===== src/rtl/riscv_pkg.sv =====
// Shared core package: widths, reset PC, opcode
// constants and the fetch buffer entry type.
package riscv_pkg;

  localparam int PC_W = 32;
  localparam int INST_W = 32;
  localparam logic [PC_W-1:0] RESET_PC = '0;

  localparam logic [6:0] OP_R  = 7'b0110011;
  localparam logic [6:0] OP_I  = 7'b0010011;
  localparam logic [6:0] OP_LW = 7'b0000011;
  localparam logic [6:0] OP_SW = 7'b0100011;
  localparam logic [6:0] OP_BR = 7'b1100011;

  typedef struct packed {
    logic [PC_W-1:0]   pc;
    logic [INST_W-1:0] inst;
  } fetch_entry_t;

endpackage


===== src/rtl/fetch_fifo.sv =====
// Small synchronous FIFO of fetched {pc, inst}
// entries with flush; head is read combinationally.
module fetch_fifo
  import riscv_pkg::*;
#(
  parameter int DEPTH = 2
) (
  input  logic                       clk,
  input  logic                       reset,
  input  logic                       flush,
  input  logic                       push,
  input  fetch_entry_t               push_data,
  input  logic                       pop,
  output fetch_entry_t               head,
  output logic [$clog2(DEPTH):0]     count
);

  localparam int AW = $clog2(DEPTH);
  localparam int CW = AW + 1;

  fetch_entry_t  mem [DEPTH];
  logic [AW-1:0] rd_ptr;
  logic [AW-1:0] wr_ptr;
  logic          do_push;
  logic          do_pop;

  assign do_push = push & ~flush;
  assign do_pop  = pop & ~flush;
  assign head    = mem[rd_ptr];

  // Entry storage; no reset needed, occupancy gates use.
  always_ff @(posedge clk) begin
    if (do_push) begin
      mem[wr_ptr] <= push_data;
    end
  end

  // Pointers and occupancy; flush empties the buffer.
  always_ff @(posedge clk) begin
    if (reset || flush) begin
      rd_ptr <= '0;
      wr_ptr <= '0;
      count  <= '0;
    end else begin
      if (do_push) wr_ptr <= wr_ptr + AW'(1);
      if (do_pop)  rd_ptr <= rd_ptr + AW'(1);
      unique case ({do_push, do_pop})
        2'b10:   count <= count + CW'(1);
        2'b01:   count <= count - CW'(1);
        default: count <= count;
      endcase
    end
  end

endmodule


===== src/rtl/fetch_unit.sv =====
// Instruction fetch stage: PC, credit-based issue
// to a 1-cycle imem, and a buffer toward decode.
module fetch_unit #(
  parameter int PC_W = 32,
  parameter int INST_W = 32,
  parameter int DEPTH = 2,
  parameter logic [PC_W-1:0] RESET_PC = '0
) (
  input  logic              clk,
  input  logic              reset,
  output logic              imem_req,
  output logic [PC_W-1:0]   imem_addr,
  input  logic [INST_W-1:0] imem_rdata,
  input  logic              redirect_valid,
  input  logic [PC_W-1:0]   redirect_pc,
  output logic              inst_valid,
  input  logic              inst_ready,
  output logic [INST_W-1:0] inst,
  output logic [PC_W-1:0]   inst_pc,
  output logic [6:0]        inst_opcode
);

  import riscv_pkg::*;

  localparam int CW = $clog2(DEPTH) + 1;

  logic [PC_W-1:0] pc_q;
  logic [PC_W-1:0] pend_pc_q;
  logic            pend_q;
  logic [CW-1:0]   cnt;
  logic [CW:0]     credit;
  logic            pop;
  logic            push;
  fetch_entry_t    push_entry;
  fetch_entry_t    head;

  assign pop    = inst_valid & inst_ready;
  assign push   = pend_q & ~redirect_valid;
  assign credit = {1'b0, cnt}
                + {{CW{1'b0}}, pend_q}
                - {{CW{1'b0}}, pop};

  assign imem_req  = !reset && !redirect_valid
                   && (credit < (CW+1)'(DEPTH));
  assign imem_addr = imem_req ? pc_q : '0;

  assign push_entry.pc   = pend_pc_q;
  assign push_entry.inst = imem_rdata;

  assign inst_valid  = (cnt != '0);
  assign inst        = inst_valid ? head.inst : '0;
  assign inst_pc     = inst_valid ? head.pc : '0;
  assign inst_opcode = inst[6:0];

  fetch_fifo #(
    .DEPTH(DEPTH)
  ) u_fifo (
    .clk       (clk),
    .reset     (reset),
    .flush     (redirect_valid),
    .push      (push),
    .push_data (push_entry),
    .pop       (pop),
    .head      (head),
    .count     (cnt)
  );

  // PC advance and outstanding-fetch tracking.
  always_ff @(posedge clk) begin
    if (reset) begin
      pc_q      <= RESET_PC;
      pend_q    <= 1'b0;
      pend_pc_q <= '0;
    end else if (redirect_valid) begin
      pc_q   <= {redirect_pc[PC_W-1:2], 2'b00};
      pend_q <= 1'b0;
    end else if (imem_req) begin
      pc_q      <= pc_q + PC_W'(4);
      pend_q    <= 1'b1;
      pend_pc_q <= pc_q;
    end else begin
      pend_q <= 1'b0;
    end
  end

endmodule


===== config.mk =====
export PLATFORM = sky130hd
export DESIGN_NAME = fetch_unit
export DESIGN_NICKNAME = d
export VERILOG_FILES = /design/src/rtl/riscv_pkg.sv /design/src/rtl/fetch_fifo.sv /design/src/rtl/fetch_unit.sv
export SDC_FILE = /design/constraint.sdc
export NUM_CORES = 1
export LEC_CHECK = 0
export ABC_AREA = 1
export CORE_AREA = 2 2 140 142
export DETAILED_ROUTE_END_ITERATION = 7
export DIE_AREA = 0 0 142 144
export MAX_ROUTING_LAYER = met4
export PLACE_DENSITY_LB_ADDON = 0.25
export SLEW_MARGIN = 20
export SYNTH_ARGS = -nofsm -noshare
export SYNTH_HDL_FRONTEND = slang
export SYNTH_SLANG_ARGS = --single-unit

===== constraint.sdc =====
create_clock -name clk -period 5.49 [get_ports clk]
set_input_delay 1.098 -clock clk [delete_from_list [all_inputs] [get_ports clk]]
set_output_delay 1.098 -clock clk [all_outputs]
set_load 0.01 [all_outputs]

==> impl_metrics.tcl <==
set metrics [dict create \
    power.share.clock_pct 38.8 \
    hpwl_mm 13.3 \
    placed_cells_incl_taps 1271 \
    switching_share_pct 22.8 \
    run_status "completed" \
    ys.flop_type "edfxtp_1" \
    mostFrequentLayoutCell "nand2_1" \
    slew_headroom_pct 41.9 \
    r2r-end "pc_q[7]" \
    die_height_um 144 \
    worst_clock_skew_ns 0.00840 \
    core.rowCount 51 \
    postSynthRegisterBits 190 \
    critical_path.endpoint_type "output pin" \
    die_span_x_um 142 \
    power.sequential.fraction_pct 53.4 \
    setup_viol_count_final 0 \
    critPathLaunchType "input pin" \
    fin_cells 1303 \
    htree_num_levels 4 \
    holdCritStartpoint "pend_pc_q[15]" \
    drt_via_density 4.93 \
    postSynthCellCount 902 \
    postSynth.asyncResetShare_pct 0 \
    hold_depth 0 \
    clkSlewWorstSetupHoldPaths_ns 0.06 \
    r2r.worst_path.cells 19 \
    cell_internal_pwr_w 0.00230 \
    post_synth_instance_area_um2 8230 \
    path_cells "clkdlybuf4s50_1 > nand2_1 > inv_1 > ha_1 > inv_1 > nand2_1 > fa_1 > inv_1 > nor2_4 > nand2_4 > buf_4 > nor2_1 > clkdlybuf4s50_1" \
    fp.coreArea_um2 19100 \
    timing.critical_path.depth 13 \
    synth_area_per_cell_um2 9.13 \
    timing.critical_path.required_ns 4.39 \
    tritoncts_num_sinks 190 \
    cts_hold_buffers 0 \
    ios 173 \
    synth.yosys.seq_area_share_pct 61.3 \
    longest_individual_stage_delay_on_the_worst_path_ns 0.58 \
    worst_max_slew_pin_slew_ns 0.872 \
    crit_buf_inv 6 \
    portBuffers 166 \
    insertedDiodeCount 0 \
    totalNegativeSetupSlack_ns 0 \
    report.final.slew_viol_count 0 \
    cap_viol_max_count 0 \
    area_delta_synth_final_pct 28.8 \
    cts_resized 0 \
    clock.fmax_mhz 200 \
    firstDrtPassIters 5 \
    kind_of_critical_path "in2out" \
    critPathMaxFanout 23 \
    fin_nets 1124 \
    first_global_vias 5895 \
    clkLatencyLatePin_ns 0.42 \
    rrSetupSlack_ns 2.39 \
    rsz0062_at_grt "no" \
    share_of_final_layout_standard_cells_stronger_than_drive_strength_1_pct 6.10 \
    leading_cell_types_in_the_layout_fill_and_taps_excluded "275 x nand2_1, 165 x clkdlybuf4s50_1, 124 x edfxtp_1" \
    post-layout-total-power_w 0.00298 \
    peakVddDrop_mv 0.222 \
    critical_path.top_delay_family "buffers and inverters" \
    globalRouteTotalUtil_pct 20.3 \
    grt-ovfl-total 0 \
    number_of_enable_flip_flop_cells_after_synthesis 124 \
    library_cell_used_as_clock_root_buffer "clkbuf_16" \
    static-leakage-power_nw 3.87 \
    worstHoldEndpoint "u_fifo.mem[0][47]" \
    tritoncts "built" \
    hold_ws_ns 0.457 \
    layout_min_cycle_time_ns 5.01 \
    detail_route.iter0.violations 360 \
    timing.rr.start "u_fifo.count[1]" \
    critical_path.most_common_cell "inv_1" \
    grt_max_degree 63 \
    comb_power_share_pct 7.8 \
    detail_route.drc_violations 0 \
    powerDensity_nw_per_um2 281 \
    hp-class "reg2reg" \
    detail-route-antenna-nets 0 \
    cts_max_path_buffers 2 \
    detail_route.wirelength_mm 20.1 \
    cpMaxStageDelayCell "clkdlybuf4s50_1" \
    antenna_found_initial 0 \
    gp_routability_congestion 0.932 \
    yosysUniqueCellTypes 37 \
    grt_pass1_wl_mm 30.9 \
    data_arrival_time_of_the_worst_path_ns 3.91 \
    via_count 6424 \
    yosys_warnings 0 \
    routed_wire_length_per_instance_um 15.4 \
    p_switching_w 0.000679 \
    die_area_um2 20400 \
    initial_utilization_pct 43.2 \
    numCtsBuffers 17 \
    min_period_over_period_pct 91.2 \
    post_cts_buffers 0 \
    hold_viol 0 \
]
## worst max-delay path by stage
stage,startpoint,slack [ns],end
final,inst_ready,0.48,imem_addr[6]
after global routing,inst_ready,0.31,imem_addr[6]
after CTS,inst_ready,0.47,imem_addr[6]
after detailed placement,inst_ready,0.48,imem_addr[6]
after global placement,inst_ready,0.52,imem_addr[15]
after floorplan,redirect_valid,1.11,u_fifo.mem[1][0]
## stage by stage
step / utilization (%) / cell area, um^2 / setup slack (ns)
floorplan: - / 8250 / 1.11
global placement: 52.7 / 10100 / 0.518
global route: 55.6 / 10600 / 0.305
CTS: 55.6 / 10600 / 0.474
finish: 55.6 / 10600 / 0.485
detailed placement: 52.7 / 10100 / 0.478
## kinds of logic after synthesis
kind of cell / count (synthesis) / share of synthesized area (%)
xor+xnor: 10 / 1.06
buf+inv: 142 / 7.42
fa+ha+maj: 4 / 0.699
simple gates: 410 / 20.3
other cells: 1 / 0.0455
compound gates: 145 / 9.24
flops: 190 / 61.3
## power groups by stage
| stage | clock network, W | registers, W | logic, W |
|---|---|---|---|
| after floorplan | 0 | 0.00161 | 0.000123 |
| after global placement | 0 | 0.00162 | 0.000229 |
| after detailed placement | 0 | 0.00162 | 0.000232 |
| after CTS | 0.00117 | 0.00159 | 0.000234 |
| after global routing | 0.00124 | 0.00159 | 0.000256 |
| final | 0.00115 | 0.00159 | 0.000232 |
## synth_stat cells, types with 9 or more instances
master / instances / area share (%)
a21oi_1: 103 / 6.3
buf_4: 13 / 1.2
clkbuf_1: 26 / 1.2
dfxtp_1: 66 / 16
edfxtp_1: 124 / 45
inv_1: 87 / 4.0
nand2_1: 275 / 13
nand3_1: 31 / 1.9
nor2_1: 78 / 3.6
o21ai_0: 9 / 0.55
o21ai_1: 17 / 1.0
xor2_1: 9 / 0.96
## worst register-to-register path: cells and delay by family, from the launching register on
family | cells | cell delay [ns]
adder cells (fa/ha/maj) | 2 | 0.73
flip-flops | 1 | 0.40
AND/OR/NAND/NOR | 9 | 0.90
buffers and inverters | 8 | 0.98
## routing by layer
layer | wire length (um) | track usage (%)
met5 | 0 | -
met3 | 1150 | 3.64
met2 | 9440 | 32.5
met4 | 497 | 8.05
met1 | 8990 | 25.7
## layout make-up
type | count | area (um^2)
tap | 238 | 298
sequential | 190 | 5050
inverter | 92 | 349
multi-input combinational | 573 | 2610
clock buffer | 20 | 437
clock inverter | 12 | 115
timing repair buffer | 178 | 1750
fill | 1731 | 8480
## registers in the layout (all words and copies together) (netlist names), named ones only
name and cells:
u_fifo.wr_ptr 1, pend_q 1, u_fifo.rd_ptr 1, u_fifo.count 2
pend_pc_q 30, pc_q 30, u_fifo.mem 124
No activity file was read; power rests on OpenSTA's default activity.
